[config.mk]
export PLATFORM = sky130hd
export DESIGN_NAME = if_prefetch_queue
export DESIGN_NICKNAME = d
export VERILOG_FILES = /design/src/rtl/if_prefetch_queue.sv
export SDC_FILE = /design/constraint.sdc
export NUM_CORES = 1
export LEC_CHECK = 0
export CORE_MARGIN = 2
export CORE_UTILIZATION = 38
export DETAILED_ROUTE_END_ITERATION = 16
export GPL_TIMING_DRIVEN = 0
export SYNTH_ARGS = -nofsm -noshare
export SYNTH_HDL_FRONTEND = slang
export SYNTH_SLANG_ARGS = --single-unit
export TNS_END_PERCENT = 100
[constraint.sdc]
create_clock -name clk -period 20.2 [get_ports clk]
set_input_delay 4.04 -clock clk [delete_from_list [all_inputs] [get_ports clk]]
set_output_delay 4.04 -clock clk [all_outputs]
set_load 0.01 [all_outputs]
[src/rtl/if_prefetch_queue.sv]
// Instruction-fetch front end: issues sequential word fetches, buffers in-order responses
// as {pc, instr} pairs for decode, and flushes on a taken branch/jump redirect.
module if_prefetch_queue #(
    parameter int unsigned DEPTH    = 4,
    parameter logic [31:0] RESET_PC = 32'h0000_0000
) (
    input  logic        clk,
    input  logic        reset,
    input  logic        redirect_valid,
    input  logic [31:0] redirect_pc,
    output logic        imem_req_valid,
    input  logic        imem_req_ready,
    output logic [31:0] imem_req_addr,
    input  logic        imem_rsp_valid,
    input  logic [31:0] imem_rsp_data,
    output logic        dec_valid,
    input  logic        dec_ready,
    output logic [31:0] dec_pc,
    output logic [31:0] dec_instr
);

    localparam int unsigned AW  = (DEPTH > 1) ? $clog2(DEPTH) : 1;
    localparam int unsigned CW  = $clog2(DEPTH + 1);
    localparam int unsigned CSW = CW + 1;
    localparam logic [CSW-1:0] DepthC = CSW'(DEPTH);

    logic [31:0]   fetch_pc_q, fetch_pc_d;
    logic [31:0]   rsp_pc_q, rsp_pc_d;
    logic [CW-1:0] count_q, count_d;
    logic [CW-1:0] outst_q, outst_d;
    logic [CW-1:0] drop_q, drop_d;
    logic [AW-1:0] rd_ptr_q, rd_ptr_d;
    logic [AW-1:0] wr_ptr_q, wr_ptr_d;
    logic [63:0]   mem_q [DEPTH];

    logic [CSW-1:0] credit_used;
    logic [31:0]    redirect_tgt;
    logic           req_fire;
    logic           rsp_push;
    logic           rsp_drop;
    logic           pop;
    logic           unused_redirect_lsb;

    assign unused_redirect_lsb = ^redirect_pc[1:0];
    assign redirect_tgt        = {redirect_pc[31:2], 2'b00};

    // Queued plus in-flight fetches share one credit pool so responses can never overflow.
    assign credit_used    = {1'b0, count_q} + {1'b0, outst_q};
    assign imem_req_valid = !reset && !redirect_valid && (credit_used < DepthC);
    assign imem_req_addr  = fetch_pc_q;
    assign req_fire       = imem_req_valid && imem_req_ready;

    assign dec_valid            = (count_q != '0);
    assign {dec_pc, dec_instr}  = mem_q[rd_ptr_q];

    assign pop      = dec_valid && dec_ready && !redirect_valid;
    assign rsp_drop = imem_rsp_valid && (drop_q != '0);
    assign rsp_push = imem_rsp_valid && (drop_q == '0) && !redirect_valid;

    always_comb begin
        fetch_pc_d = fetch_pc_q;
        rsp_pc_d   = rsp_pc_q;
        count_d    = count_q;
        outst_d    = outst_q;
        drop_d     = drop_q;
        rd_ptr_d   = rd_ptr_q;
        wr_ptr_d   = wr_ptr_q;
        if (redirect_valid) begin
            fetch_pc_d = redirect_tgt;
            rsp_pc_d   = redirect_tgt;
            count_d    = '0;
            rd_ptr_d   = '0;
            wr_ptr_d   = '0;
            // Everything still in flight belongs to the wrong path.
            outst_d    = outst_q - CW'(imem_rsp_valid);
            drop_d     = outst_q - CW'(imem_rsp_valid);
        end else begin
            if (req_fire) begin
                fetch_pc_d = fetch_pc_q + 32'd4;
            end
            if (rsp_push) begin
                rsp_pc_d = rsp_pc_q + 32'd4;
                wr_ptr_d = wr_ptr_q + AW'(1);
            end
            if (pop) begin
                rd_ptr_d = rd_ptr_q + AW'(1);
            end
            if (rsp_drop) begin
                drop_d = drop_q - CW'(1);
            end
            count_d = count_q + CW'(rsp_push) - CW'(pop);
            outst_d = outst_q + CW'(req_fire) - CW'(imem_rsp_valid);
        end
    end

    always_ff @(posedge clk or posedge reset) begin
        if (reset) begin
            fetch_pc_q <= {RESET_PC[31:2], 2'b00};
            rsp_pc_q   <= {RESET_PC[31:2], 2'b00};
            count_q    <= '0;
            outst_q    <= '0;
            drop_q     <= '0;
            rd_ptr_q   <= '0;
            wr_ptr_q   <= '0;
            for (int i = 0; i < int'(DEPTH); i++) begin
                mem_q[i] <= '0;
            end
        end else begin
            fetch_pc_q <= fetch_pc_d;
            rsp_pc_q   <= rsp_pc_d;
            count_q    <= count_d;
            outst_q    <= outst_d;
            drop_q     <= drop_d;
            rd_ptr_q   <= rd_ptr_d;
            wr_ptr_q   <= wr_ptr_d;
            if (rsp_push) begin
                mem_q[wr_ptr_q] <= {rsp_pc_q, imem_rsp_data};
            end
        end
    end

endmodule

==> results.cfg <==
[synth]
netlist_instances = 1062
synth_mux_area_share_pct = 28.2
syn_avg_cell_area_sq_um = 13.9
ys_types = 47
synth-async-reset-ratio_pct = 100
ys.flop_type = dfrtp_1
synth-seq-cells = 321
synth.area.top_cells = dfrtp_1 (54%), mux2_2 (19%), mux4_2 (9.4%)
seq_area_frac_synth_pct = 54.3
synth-xor-area-share_pct = 2.37
yosys_warnings = 0
synth-simple-area-share_pct = 6.91
syn_area_sq_mm = 0.0148
synth-edff-count = 0
synth_top_family_by_area = multiplexers
synth_compound_area_share_pct = 3.92
synth_adder_area_share_pct = 1.62
post-synth-top-area-cell = dfrtp_1
synth_top_area_share_pct = 54.3

[timing]
final.setup.tns_ns = 0
tightest_slew_ns = 0.805
finalSetupViolCount = 0
rsz0062_at_grt = no
whs_ns = 0.481
fmax_mhz = 90.5
slew_viol_final = 0
period_share_pct = 54.7
max-slew-margin-rel_pct = 46.4
clock_skew_ns = 0.00711
finalCriticalPeriod_ns = 11.05
hold_violations = 0

[clock_tree]
cts_root_buf = clkbuf_16
clkLatencyLatePin_ns = 0.51
postCtsHoldBufs = 0
post_cts_resized = 0
cts_sinks = 321
htreeDepth = 2
clockBufferDepth = 3
cts_tree = built
clk_pin_slew_ns = 0.06
cts_buffers = 37
postCtsSetupBuffers = 0

[cells_and_area]
diodes = 0
drive_gt1_share_pct = 33.5
area_growth_pct = 23.4
nNetsFinal = 1355
fillers = 3520
multiInputGateArea_sq_mm = 0.00638
regArea_sq_mm = 0.00803

[routing]
wl_per_cell_um = 19.8
post-route-drc-count = 0
dr.pass1.iters = 5
drtIter0Drc = 492
vias = 9493
drt.antenna.violating_nets = 0
vias_per_cell = 5.25
wl_mm = 35.9

[placed_design]
dp_hpwl_mm = 24.6
place.port_buffers = 161
gp_congestion = 0.863

[power]
power_mw = 2.14
p_sw_share_pct = 28.5
power.leakage_nw = 8.17
clockPowerShare_pct = 29.3
pwr-share-seq_pct = 39.4
ir_worst_vdd_mv = 0.0602
p_sw_mw = 0.612
powerDensity_mw_per_mm2 = 117
combPwrFrac_pct = 31.3
p_int_mw = 1.53

[worst_setup_path]
path_cells = clkdlybuf4s50_1, inv_8, buf_16, buf_16, and3_1, clkdlybuf4s50_1
worst-setup-path-type = input port to output port
cp.required_ns = 16.16
end_kind = output port
slowest_delay_ns = 0.54
cp-start-kind = input port
worst_ep_arrival_time_ns = 7.01
crit_fanout = 120
slowest_stage = clkdlybuf4s50_1

[hold_path]
min_path_type = flip-flop to flip-flop

[global_route]
grt_overflow = 0
antenna_found_initial = 1
grt_pass1_vias = 9832
grtUsageTotal_pct = 17.9
grt_start_max_net_pins = 121
grt_pass1_wl_mm = 57.0

[die]
coreArea_sq_mm = 0.0386
dieArea_sq_mm = 0.0405
die_y_um = 201
io_pins = 168
rows = 72
initial_core_util_pct = 38.4
die-width_um = 201

[job]
drv_cap = 0

[status]
outcome = finished clean
[worst max-delay path: cells and delay by family]
family	cells	cell delay, ns
buffers and inverters	5	2.50
AND/OR/NAND/NOR	1	0.29
[layout by cell type, fill, tap and decap left out, drive strengths merged, types with 15 or more instances in the layout]
cell / synthesis / final
dfrtp: 321 / 321
mux2: 246 / 246
clkdlybuf4s50: 0 / 161
clkbuf: 18 / 72
nand2: 67 / 67
mux4: 62 / 62
buf: 49 / 51
o21ai: 49 / 49
xor2: 32 / 32
nand3: 32 / 32
nor2: 30 / 30
nand4: 25 / 25
inv: 18 / 18
ha: 16 / 16
o211ai: 15 / 15
[synth_stat cells, types with 8 or more instances]
library cell  count
dfrtp_1         321
mux2_2          246
mux4_2           62
nand2_1          62
o21ai_0          49
buf_2            40
xor2_1           32
nand3_1          31
nor2_1           28
nand4_1          24
clkbuf_1         17
ha_1             16
inv_1            16
o211ai_1         15
a21oi_1          11
o311ai_0         11
xnor2_1           8
[path summary, 6_finish.rpt]
| check | start | to | slack [ns] | cells after the start |
|---|---|---|---|---|
| worst max-delay path | reset | imem_req_valid | 9.15 | 6 |
| worst min-delay path | mem_q[232]$_DFFE_PP0P_ | mem_q[232]$_DFFE_PP0P_ | 0.48 | 2 |
| worst max register to register | count_q[1]$_DFF_PP0_ | outst_q[2]$_DFF_PP0_ | 17.09 | 13 |
| worst min register to register | mem_q[232]$_DFFE_PP0P_ | mem_q[232]$_DFFE_PP0P_ | 0.48 | 2 |
| max in group asynchronous | reset | drop_q[0]$_DFFE_PP0P_ | 14.62 | 4 |
| min in group asynchronous | reset | mem_q[68]$_DFFE_PP0P_ | 4.03 | 2 |
[state kept, by name (all words and copies together), names as in the netlist]
register / count
imem_req_addr: 30
drop_q: 3
mem_q: 248
rsp_pc_q: 30
count_q: 3
wr_ptr_q: 2
outst_q: 3
rd_ptr_q: 2
[layer usage]
| metal | global-route usage [%] | share of wire [%] | wire [um] | vias to the layer above |
|---|---|---|---|---|
| met5 | 0 | 0.036 | 13 | - |
| met4 | 4.41 | 2.2 | 771 | 2 |
| met3 | 3.34 | 4.7 | 1700 | 59 |
| met2 | 27.9 | 46 | 16400 | 234 |
| met1 | 25.9 | 47 | 16900 | 4886 |
| li1 | - | - | - | 4312 |
[area by class of cell]
class / instances / area share (%)
buffer: 67 / 1.78
clock buffer: 54 / 5.91
clock inverter: 9 / 0.260
inverter: 18 / 0.411
multi-input combinational: 659 / 35.0
sequential: 321 / 44.0
tap: 518 / 3.55
timing repair buffer: 163 / 9.13
[per-stage QoR]
stage	std cells	utilization [%]	cell area, sq um	worst slack [ns]
after CTS	1809	47.4	18300	9.03
after detailed placement	1746	44.4	17100	9.05
final	1809	47.4	18300	9.15
after global placement	1744	44.3	17100	0.517
after global routing	1809	47.4	18300	8.83
after floorplan	1065	-	14800	4.57
[cells by family after synthesis]
logic type	Yosys count
buffers and inverters	85
muxes	309
adders and majority gates	18
other	1
DFF	321
AOI/OAI and AO/OA	96
and+or+nand+nor	192
xor gates and xnor gates	40
[power groups by stage]
stage	Sequential [mW]	Clock (mW)	Combinational, mW
floorplan	0.834	0	0.394
global placement	0.851	0	0.676
detailed placement	0.854	0	0.685
CTS	0.844	0.647	0.687
global route	0.860	0.675	0.727
finish	0.844	0.629	0.671
Power figures use the tool's default switching activity.
